$ cat src/rtl/softmax_r2b_dispatcher_pkg.sv
// Shared types and helpers for the softmax-to-R2B row dispatcher.
package softmax_r2b_dispatcher_pkg;

    typedef enum logic [1:0] {
        IDLE,
        RUN,
        FLUSH,
        DONE
    } disp_state_t;

    // Index width for an N-entry vector; never below one bit.
    function automatic int unsigned row_idx_w(input int unsigned n);
        return (n > 1) ? $clog2(n) : 1;
    endfunction

endpackage

$ cat src/rtl/softmax_r2b_dispatcher_if.sv
// Row-side and lane-side handshake bundle between softmax rows, dispatcher and R2B lanes.
interface softmax_r2b_dispatcher_if #(
    parameter int unsigned NUM_ROWS  = 4,
    parameter int unsigned NUM_LANES = 2
);
    import softmax_r2b_dispatcher_pkg::*;

    localparam int unsigned ROW_W = row_idx_w(NUM_ROWS);

    logic [NUM_ROWS-1:0]             row_valid;
    logic [NUM_ROWS-1:0]             row_ready;
    logic [NUM_LANES-1:0]            lane_valid;
    logic [NUM_LANES-1:0]            lane_ready;
    logic [NUM_LANES-1:0][ROW_W-1:0] lane_row_idx;
    logic [NUM_LANES-1:0]            lane_slice_last;
    logic [NUM_LANES-1:0]            lane_rst_n;

    modport master (
        input  row_valid, lane_ready, lane_slice_last,
        output row_ready, lane_valid, lane_row_idx, lane_rst_n
    );

    modport slave (
        output row_valid, lane_ready, lane_slice_last,
        input  row_ready, lane_valid, lane_row_idx, lane_rst_n
    );

endinterface

$ cat src/rtl/softmax_r2b_dispatcher_rr_arbiter.sv
// Round-robin one-hot grant: first set request at or after ptr, wrapping.
module rr_arbiter #(
    parameter int unsigned N     = 4,
    parameter int unsigned PTR_W = 2
) (
    input  logic [N-1:0]     req,
    input  logic [PTR_W-1:0] ptr,
    output logic [N-1:0]     grant
);
    always_comb begin
        logic [PTR_W:0] idx;
        logic           found;
        grant = '0;
        found = 1'b0;
        idx   = '0;
        for (int unsigned i = 0; i < N; i++) begin
            idx = {1'b0, ptr} + (PTR_W + 1)'(i);
            if (idx >= (PTR_W + 1)'(N)) idx = idx - (PTR_W + 1)'(N);
            if (!found && req[idx[PTR_W-1:0]]) begin
                grant[idx[PTR_W-1:0]] = 1'b1;
                found = 1'b1;
            end
        end
    end
endmodule

$ cat src/rtl/softmax_r2b_dispatcher.sv
// Round-robin dispatch of softmax rows onto R2B lanes with per-lane beat counting.
// Optional stall counter enabled by defining SOFTMAX_DISP_PERF_EN.
module softmax_r2b_dispatcher
    import softmax_r2b_dispatcher_pkg::*;
#(
    parameter int unsigned NUM_ROWS      = 4,
    parameter int unsigned NUM_LANES     = 2,
    parameter int unsigned TILES_PER_ROW = 8
) (
    input  logic                     clk,
    input  logic                     rst_n,
    input  logic                     start,
    softmax_r2b_dispatcher_if.master bus,
    output logic                     busy,
    output logic                     slice_done,
    output logic [31:0]              stall_cycles
);
    localparam int unsigned ROW_W  = row_idx_w(NUM_ROWS);
    localparam int unsigned BEAT_W = $clog2(TILES_PER_ROW + 1);
    localparam logic [BEAT_W-1:0] LAST_BEAT = BEAT_W'(TILES_PER_ROW - 1);

    disp_state_t state, state_nxt;

    logic [NUM_ROWS-1:0]              row_done, row_assigned, row_req, row_rdy, grant;
    logic [NUM_LANES-1:0]             lane_active, lane_used, last_seen, lane_rst_q;
    logic [NUM_LANES-1:0]             lane_vld, beat, lane_last, free_lane;
    logic [NUM_LANES-1:0][ROW_W-1:0]  row_idx;
    logic [NUM_LANES-1:0][BEAT_W-1:0] beat_cnt;
    logic [ROW_W-1:0]                 rr_ptr, win_idx, ptr_nxt;
    logic                             assign_en, flush_ok;

    always_comb begin
        lane_vld     = '0;
        row_rdy      = '0;
        beat         = '0;
        lane_last    = '0;
        row_assigned = '0;
        for (int unsigned m = 0; m < NUM_LANES; m++) begin
            if (lane_active[m]) begin
                row_assigned[row_idx[m]] = 1'b1;
                lane_vld[m] = bus.row_valid[row_idx[m]];
            end
            beat[m] = lane_vld[m] & bus.lane_ready[m];
            if (beat[m]) row_rdy[row_idx[m]] = 1'b1;
            lane_last[m] = beat[m] && (beat_cnt[m] == LAST_BEAT);
        end
    end

    assign row_req = (state == RUN) ? (bus.row_valid & ~row_done & ~row_assigned) : '0;

    rr_arbiter #(.N(NUM_ROWS), .PTR_W(ROW_W)) u_row_arb (
        .req   (row_req),
        .ptr   (rr_ptr),
        .grant (grant)
    );

    // Lanes still busy this cycle are never candidates, so a lane freed by its
    // last beat can only be reassigned on the following cycle.
    always_comb begin
        logic found;
        found     = 1'b0;
        free_lane = '0;
        for (int unsigned m = 0; m < NUM_LANES; m++) begin
            if (!lane_active[m] && !found) begin
                free_lane[m] = 1'b1;
                found        = 1'b1;
            end
        end
    end

    always_comb begin
        win_idx = '0;
        for (int unsigned r = 0; r < NUM_ROWS; r++)
            if (grant[r]) win_idx = ROW_W'(r);
    end

    assign assign_en = (|grant) & (|free_lane);
    assign ptr_nxt   = (win_idx == ROW_W'(NUM_ROWS - 1)) ? '0 : win_idx + 1'b1;
    assign flush_ok  = &(~lane_used | last_seen | bus.lane_slice_last);

    always_ff @(posedge clk) begin
        if (!rst_n) state <= IDLE;
        else        state <= state_nxt;
    end

    always_comb begin
        state_nxt = state;
        unique case (state)
            IDLE:    if (start) state_nxt = RUN;
            RUN:     if (&row_done) state_nxt = FLUSH;
            FLUSH:   if (flush_ok) state_nxt = DONE;
            DONE:    state_nxt = IDLE;
            default: state_nxt = IDLE;
        endcase
    end

    always_ff @(posedge clk) begin
        if (!rst_n) begin
            row_done    <= '0;
            lane_active <= '0;
            lane_used   <= '0;
            last_seen   <= '0;
            row_idx     <= '0;
            beat_cnt    <= '0;
            rr_ptr      <= '0;
            lane_rst_q  <= '0;
        end else begin
            lane_rst_q <= ~bus.lane_slice_last;
            if (state == RUN || state == FLUSH) last_seen <= last_seen | bus.lane_slice_last;
            if (assign_en) rr_ptr <= ptr_nxt;
            for (int unsigned m = 0; m < NUM_LANES; m++) begin
                if (lane_last[m]) begin
                    lane_active[m]       <= 1'b0;
                    beat_cnt[m]          <= '0;
                    row_done[row_idx[m]] <= 1'b1;
                end else if (beat[m]) begin
                    beat_cnt[m] <= beat_cnt[m] + 1'b1;
                end else if (assign_en && free_lane[m]) begin
                    lane_active[m] <= 1'b1;
                    lane_used[m]   <= 1'b1;
                    row_idx[m]     <= win_idx;
                end
            end
            if (state == DONE) begin
                row_done  <= '0;
                lane_used <= '0;
                last_seen <= '0;
                beat_cnt  <= '0;
            end
        end
    end

`ifdef SOFTMAX_DISP_PERF_EN
    logic [31:0] stall_q;
    always_ff @(posedge clk) begin
        if (!rst_n)
            stall_q <= '0;
        else if (state == IDLE && start)
            stall_q <= '0;
        else if (state == RUN && |(lane_vld & ~bus.lane_ready) && stall_q != '1)
            stall_q <= stall_q + 1'b1;
    end
    assign stall_cycles = stall_q;
`else
    assign stall_cycles = '0;
`endif

    assign bus.lane_valid   = lane_vld;
    assign bus.row_ready    = row_rdy;
    assign bus.lane_row_idx = row_idx;
    assign bus.lane_rst_n   = lane_rst_q;
    assign busy             = (state != IDLE);
    assign slice_done       = (state == DONE);

endmodule

$ cat src/flat_wrapper.sv
// flat-port wrapper written by rule: the top's interface ports become plain ports
module softmax_r2b_dispatcher_flat import softmax_r2b_dispatcher_pkg::*;
#(
    parameter int unsigned NUM_ROWS      = 4,
    parameter int unsigned NUM_LANES     = 2,
    parameter int unsigned TILES_PER_ROW = 8
)
  (clk, rst_n, start, busy, slice_done, stall_cycles, bus_row_valid, bus_lane_ready, bus_lane_slice_last, bus_row_ready, bus_lane_valid, bus_lane_row_idx, bus_lane_rst_n);
  softmax_r2b_dispatcher_if #(.NUM_ROWS(NUM_ROWS), .NUM_LANES(NUM_LANES)) bus_i ();
  input  logic clk;
  input  logic rst_n;
  input  logic start;
  output logic busy;
  output logic slice_done;
  output logic [31:0] stall_cycles;
  input wire logic [$bits(bus_i.row_valid)-1:0] bus_row_valid;
  input wire logic [$bits(bus_i.lane_ready)-1:0] bus_lane_ready;
  input wire logic [$bits(bus_i.lane_slice_last)-1:0] bus_lane_slice_last;
  output wire logic [$bits(bus_i.row_ready)-1:0] bus_row_ready;
  output wire logic [$bits(bus_i.lane_valid)-1:0] bus_lane_valid;
  output wire logic [$bits(bus_i.lane_row_idx)-1:0] bus_lane_row_idx;
  output wire logic [$bits(bus_i.lane_rst_n)-1:0] bus_lane_rst_n;
  assign bus_i.row_valid = bus_row_valid;
  assign bus_i.lane_ready = bus_lane_ready;
  assign bus_i.lane_slice_last = bus_lane_slice_last;
  assign bus_row_ready = bus_i.row_ready;
  assign bus_lane_valid = bus_i.lane_valid;
  assign bus_lane_row_idx = bus_i.lane_row_idx;
  assign bus_lane_rst_n = bus_i.lane_rst_n;
  softmax_r2b_dispatcher #(.NUM_ROWS(NUM_ROWS), .NUM_LANES(NUM_LANES), .TILES_PER_ROW(TILES_PER_ROW)) u_core (.clk(clk), .rst_n(rst_n), .start(start), .bus(bus_i), .busy(busy), .slice_done(slice_done), .stall_cycles(stall_cycles));
endmodule
$ cat config.mk
export PLATFORM = sky130hd
export DESIGN_NAME = softmax_r2b_dispatcher_flat
export DESIGN_NICKNAME = d
export VERILOG_FILES = /design/src/rtl/softmax_r2b_dispatcher_pkg.sv /design/src/rtl/softmax_r2b_dispatcher_if.sv /design/src/rtl/softmax_r2b_dispatcher_rr_arbiter.sv /design/src/rtl/softmax_r2b_dispatcher.sv /design/src/flat_wrapper.sv
export SDC_FILE = /design/constraint.sdc
export NUM_CORES = 1
export LEC_CHECK = 0
export CORE_ASPECT_RATIO = 0.5
export CORE_UTILIZATION = 49
export DETAILED_ROUTE_END_ITERATION = 7
export GPL_TIMING_DRIVEN = 0
export PLACE_DENSITY_LB_ADDON = 0.2
export SYNTH_ARGS = -nofsm -noshare
export SYNTH_HDL_FRONTEND = slang
export SYNTH_SLANG_ARGS = --single-unit
export TNS_END_PERCENT = 50
$ cat constraint.sdc
create_clock -name clk -period 3.57 [get_ports clk]
set_input_delay 0.714 -clock clk [delete_from_list [all_inputs] [get_ports clk]]
set_output_delay 0.714 -clock clk [all_outputs]
set_load 0.03 [all_outputs]
== Word level (Yosys, flattened, before mapping) ==
Index checks and enable logic that the tools add are counted.
Operators by class
  $add $sub $neg: 10
  multipliers: 0
  divide/modulo/power cells: 0
  order comparisons: 16
  eq/ne operators: 9
  shifts and indexed selects: 0
  multiplexer cells: 55
  bitwise operators: 24
  reduce and logical (&&, ||, !) cells: 35
Operators with widths (count)
  $mux 4: 12
  $or 4x4->4: 7
  $mux 1: 20
  $mux 2: 10
  $lt 2x3->1 const B: 6
  $logic_and 1x1->1: 14
  $bmux 1 s2: 6
  $demux 1 s2: 6
  $ge 2x1->1 const B: 6
  $ge 3x3->1 const B: 3
  $reduce_and 3->1: 3
  $add 4x1->4 const B: 2
  $and 4x4->4: 2
  $eq 4x3->1 const B: 2
  $not 4->4: 2
  $pmux 2 s4: 1
  $reduce_or 2->1: 4
  $sub 2x1->2 const B: 4
  $add 2x2->3 const B: 2
  $eq 2x2->1 const B: 3
  $or 2x2->2: 3
  $reduce_and 2->1: 3
  $reduce_or 3->1: 2
  $not 1->1: 5
  14 further kinds: 21
Word-level totals
  bits in registers: 28
  bits in latches: 0
  RAM bits: 0
  bits in read-only memories: 0
  input bits: 11
  output and inout bits: 46
  memories kept: 0

== Depth between registers and ports, before layout ==
  depth after elaboration: 27
  mapped depth: 11
  gate-level depth less buffers: 11

== Hierarchy ==
From an unflattened synthesis, not the netlist that was laid out.
Unflattened totals
  cell total of the unflattened synthesis: 228
  area, all modules: 1968.1 µm²
Modules (own cells, without submodules)
  softmax_r2b_dispatcher: times used 1, cells an instance 198, area an instance 1665.3 µm², sequential area each 560.5 µm²
  rr_arbiter: times used 1, cells an instance 30, area an instance 302.8 µm², sequential area each 0.0 µm²

== Least setup slack after synthesis ==
No wires, ideal clock.
  path kind: input port to flip-flop
  from: input bus_row_valid[1]
  to: register u_core.lane_active[1]
  setup time: 0.116 ns
  arrival: 2.852 ns
  data required time: 3.454 ns
  path slack: 0.602 ns
  stages: 9
  path through: nand3b_1 > or4b_4 > o211a_1 > o211a_1 > a22o_1 > a2111oi_4 > nand4_2 > and3b_4 > o211a_1
Between the ends
  longest elaborated chain between the ends: 19
Ends and longest elaborated chain
  from (decl): line flat_wrapper.sv:16  | input wire logic [$bits(bus_i.row_valid)-1:0] bus_row_valid;
  $and 4x4->4 (2 in a row): line softmax_r2b_dispatcher.sv:49  | assign row_req = (state == RUN) ? (bus.row_valid & ~row_done & ~row_assigned) : '0;
  $mux 4: line softmax_r2b_dispatcher.sv:49
  $bmux 1 s2: line softmax_r2b_dispatcher_rr_arbiter.sv:19  | if (!found && req[idx[PTR_W-1:0]]) begin
  $mux 1 (not written as such): line softmax_r2b_dispatcher_rr_arbiter.sv:19
  $mux 1: line softmax_r2b_dispatcher_rr_arbiter.sv:19
  $logic_not 1->1: line softmax_r2b_dispatcher_rr_arbiter.sv:19
  $logic_and 1x1->1: line softmax_r2b_dispatcher_rr_arbiter.sv:19
  $mux 1: line softmax_r2b_dispatcher_rr_arbiter.sv:19
  [... 2 more ...]
  $mux 1: line softmax_r2b_dispatcher_rr_arbiter.sv:19
  $logic_not 1->1: line softmax_r2b_dispatcher_rr_arbiter.sv:19
  $logic_and 1x1->1: line softmax_r2b_dispatcher_rr_arbiter.sv:19
  $mux 4: line softmax_r2b_dispatcher_rr_arbiter.sv:19
  $reduce_or 4->1: line softmax_r2b_dispatcher.sv:77  | assign assign_en = (|grant) & (|free_lane);
  $and 1x1->1: line softmax_r2b_dispatcher.sv:77
  $logic_and 1x1->1: line softmax_r2b_dispatcher.sv:118  | end else if (assign_en && free_lane[m]) begin
  $reduce_and 2->1 (no source line)
  to (signal assigned): line softmax_r2b_dispatcher.sv:100  | lane_active <= '0;
  to (signal, indexed assignment): line softmax_r2b_dispatcher.sv:113  | lane_active[m] <= 1'b0;
  to (signal, indexed assignment): line softmax_r2b_dispatcher.sv:119  | lane_active[m] <= 1'b1;
  to (decl): line softmax_r2b_dispatcher.sv:25  | logic [NUM_LANES-1:0] lane_active, lane_used, last_seen, lane_rst_q;
Parallel ways exist; a longest one is shown, timed or not. The select of a mux whose other input is x is not followed.
A chain may end at the register's enable or synchronous reset.

== Worst setup path in the final report ==
  from: input bus_row_valid[3]
  to: output bus_row_ready[1]
Between the ends
  longest elaborated chain between the ends: 7
Ends and longest elaborated chain
  $bmux 1 s2: line softmax_r2b_dispatcher.sv:41  | lane_vld[m] = bus.row_valid[row_idx[m]];
  $mux 1 (not written as such): line softmax_r2b_dispatcher.sv:41
  $mux 1: line softmax_r2b_dispatcher.sv:39  | if (lane_active[m]) begin
  $and 1x1->1: line softmax_r2b_dispatcher.sv:43  | beat[m] = lane_vld[m] & bus.lane_ready[m];
  $mux 4: line softmax_r2b_dispatcher.sv:44  | if (beat[m]) row_rdy[row_idx[m]] = 1'b1;
  $or 4x4->4 (no source line)
  $mux 4 *: line softmax_r2b_dispatcher.sv:44
  to (decl): line flat_wrapper.sv:19  | output wire logic [$bits(bus_i.row_ready)-1:0] bus_row_ready;
Every way passes the cells marked *; elsewhere a longest branch is shown, timed or not. The select of a mux whose other input is x is not followed.

==> results by group <==
STA
  • Setup violations, final: 0
  • Worst Skew: 0.00485 ns
  • Final period demand of the worst path: 3.47 ns
  • Max-slew headroom: 0.615
  • Max Clk Rate: 288 MHz
  • RSZ-0062 raised after global routing: false
  • PnR worst setup slack: 0.101 ns
  • Worst-Margin Slew: 0.578 ns
  • Crit share post-route: 0.972
  • Final Hold Vio Count: 0
  • Max Transition Viols Final: 0

Global route
  • Global-route wire length before repair: 6.76 mm
  • Vias in the first global route: 1497
  • Most Crowded Layer GR: met2
  • GRT met2 Usage: 0.358
  • Initial antenna violation count: 0
  • Largest net degree at the start of global routing: 17
  • Global Route met3 Usage: 0.0397
  • Met1 GRT Util: 0.255
  • Global route total overflow: 0
  • Gr usage total: 0.196

Yosys
  • Synth async-reset ratio: 0
  • Largest cells by area after synthesis: dfxtp_1 (27%), buf_4 (12%), ha_1 (7.8%)
  • Cells after Synth: 245
  • Post-synthesis sequential area ratio: 0.269
  • Synth Area per Inst: 8.49 um2
  • Yosys top cell area share: 0.269
  • Netlist cell types: 54
  • Commonest cells post-synth: buf_4 (33), dfxtp_1 (28), nand2_1 (23), nor2_1 (16), ha_1 (13)
  • Synth Flop Type: dfxtp_1
  • Count leader, synth: buf_4
  • EDFF count, synth: 0
  • Top cell type by total area after synthesis: dfxtp_1
  • Synth Register Bits: 28
  • Yosys warnings: 0
  • Synth Cell Area: 2080 um2

Placed design
  • Final HPWL DP: 3.42 mm
  • I/O Buffers: 23
  • Placement-stage cell area: 2490 um2
  • Pre-CTS setup slack: -0.145 ns
  • RePlAce Congestion: 0.791

Route
  • Final WL: 4.50 mm
  • DRT iter0 DRCs: 127
  • Via count: 1842
  • Post-route DRC: 0
  • Per-cell routed wire length: 12.6 um
  • DR vias/cell: 5.15
  • Post-DRT Antenna Nets: 0
  • Pre-antenna DRT Iters: 4

Clock network
  • Clock tree from TritonCTS: built
  • Root Driver: clkbuf_8
  • Clk sinks: 28
  • Worst-Skew Late Latency: 0.28 ns
  • Reg clk slew, reported paths: 0.10 ns
  • TritonCTS buffer count: 3
  • Hold buffer count at cts: 0
  • Maximum clock insertion buffer count: 2
  • H-tree Lvls: 1

Setup path
  • Worst Path Arrival: 2.75 ns
  • Worst endpoint required time: 2.86 ns
  • Reg-to-reg startpoint: u_core.state[1]$_SDFFE_PN0P_
  • Reg2reg path depth: 11
  • Worst R2R End: u_core.lane_active[1]$_SDFFE_PP0P_
  • CP max stage cell: clkdlybuf4s50_1
  • Max incr delay on CP: 0.60 ns
  • Crit. End Element: output port
  • Critical path class: in -> out
  • CP startpoint kind: primary input
  • CP max FO: 7
  • Worst path cell trace: clkdlybuf4s50_1 -> mux4_2 -> and2_1 -> nand2_1 -> o22ai_1 -> clkdlybuf4s50_1
  • CP dominant cell by count: clkdlybuf4s50_1
  • Worst R2R Setup Slack: 0.40 ns

Layout
  • Area Overhead vs Synth: 23.6%
  • Fin area: 2570 um2
  • N_diodes: 0
  • Filler Cell Count: 351
  • Final nets: 329
  • Layout cells sized above 1: 0.181

Power and ir drop
  • P_leak: 1.17 nW
  • Pwr/cell area: 681 nW/um2
  • Internal power: 978 uW
  • Maximum vdd drop: 389 uV
  • Clock share of power: 0.145
  • Combinational Power Share: 0.610
  • Flop pwr share: 0.245
  • Switching share of total power: 0.442
  • Psw: 775 uW

Die
  • Die area: 4530 um2
  • Core Box Area: 3980 um2
  • Die Ht: 48.1 um
  • FP Rows: 16
  • Io pins: 57
  • Chip width: 94.2 um
  • Initial Util: 0.522

Hold path
  • Start point of the worst hold path: u_core.beat_cnt[7]$_SDFFE_PP0P_
  • Hold depth: 2
  • Worst Hold Path EP: u_core.beat_cnt[7]$_SDFFE_PP0P_
  • Min-Delay Path Class: reg -> reg

Run
  • Max-cap violation count: 0

Run status
  • Run status: completed
stage by stage:
stage                util  total power [mW]  hold slack, ns  setup TNS, ns  instances
detailed placement  0.626              1.47           0.465         -0.478        353
global placement    0.626              1.44           0.448         -0.327        353
floorplan               -              1.23           0.432              0        276
finish              0.646              1.75           0.476              0        358
CTS                 0.644              1.73           0.480              0        357
global route        0.646              1.87           0.509              0        358
power by group through the flow:
stage / Combinational, mW / Clock [mW] / Sequential (mW)
floorplan: 0.777 / 0 / 0.456
global placement: 1.01 / 0 / 0.432
detailed placement: 1.03 / 0 / 0.435
CTS: 1.05 / 0.259 / 0.428
global route: 1.16 / 0.270 / 0.438
finish: 1.07 / 0.253 / 0.430
worst max path at each step:
stage	slack [ns]	from	depth (start not counted)	to
6_report	0.10	bus_row_valid[3]	6	bus_row_ready[1]
5_1_grt	0.02	bus_row_valid[3]	6	bus_row_ready[3]
4_1_cts	0.11	bus_row_valid[1]	10	u_core.lane_active[1]$_SDFFE_PP0P_
3_5_place_dp	-0.15	bus_row_valid[1]	10	u_core.lane_active[1]$_SDFFE_PP0P_
3_3_place_gp	-0.13	bus_row_valid[1]	10	u_core.lane_active[1]$_SDFFE_PP0P_
2_1_floorplan	0.60	bus_row_valid[1]	9	u_core.lane_active[1]$_SDFFE_PP0P_
per-layer routing:
layer,vias up,routed length (um)
li1,929,-
met1,853,2130
met2,60,2130
met3,0,244
met4,0,0
met5,-,0
critical path, delay by kind of cell:
kind	cells	cell delay, ns
AO/OA/AOI/OAI	1	0.13
buffers and inverters	2	1.05
multiplexers	1	0.49
AND/OR/NAND/NOR	2	0.38
repair_timing:
item,CTS,global route
pin swaps,0,1
resized for setup,1,0
buffers inserted,0,1
setup endpoints to repair,1,3
flip-flops by register name, summed over array words and instances, names as in the netlist:
signal	count
u_core.bus.lane_rst_n	2
u_core.lane_active	2
u_core.state	2
u_core.bus.lane_row_idx	4
u_core.last_seen	2
u_core.row_done	4
u_core.lane_used	2
u_core.beat_cnt	8
u_core.rr_ptr	2
cells by family (layout without fill, tap and decap cells):
kind of cell    count (synthesis)  in the layout  share of synthesized area
xor+xnor                        4              4                     0.0168
fa+ha+maj                      13             13                     0.0782
simple gates                   92             92                      0.247
buf+inv                        51             79                      0.156
mux                             6              6                     0.0409
flops                          28             28                      0.269
compound gates                 50             50                      0.189
other cells                     1             32                    0.00180
cells in the final DEF, fill, tap and decap left out, drive strengths merged, types with 4 or more instances in the layout:
master,netlist,layout
and3b,4,4
nand3b,6,6
a21oi,9,9
dfxtp,28,28
conb,1,32
o211a,4,4
or3,6,6
mux2i,4,4
nor3b,4,4
o21ai,4,4
nor3,6,6
o22ai,7,7
nor2b,4,4
nor2,16,16
clkdlybuf4s50,0,22
buf,39,40
inv,8,8
ha,13,13
clkbuf,4,7
nand2,23,23
nand2b,6,6
cell type report:
type	instances	area (um2)	area share
Multi-Input combinational cell	197	1310	0.510
Sequential cell	28	561	0.218
Buffer	43	293	0.114
Timing Repair Buffer	24	236	0.0919
Tap cell	54	67.6	0.0263
Clock buffer	3	41.3	0.0161
Inverter	8	32.5	0.0126
Clock inverter	1	30.0	0.0117
(Power assumes the default switching activity.)
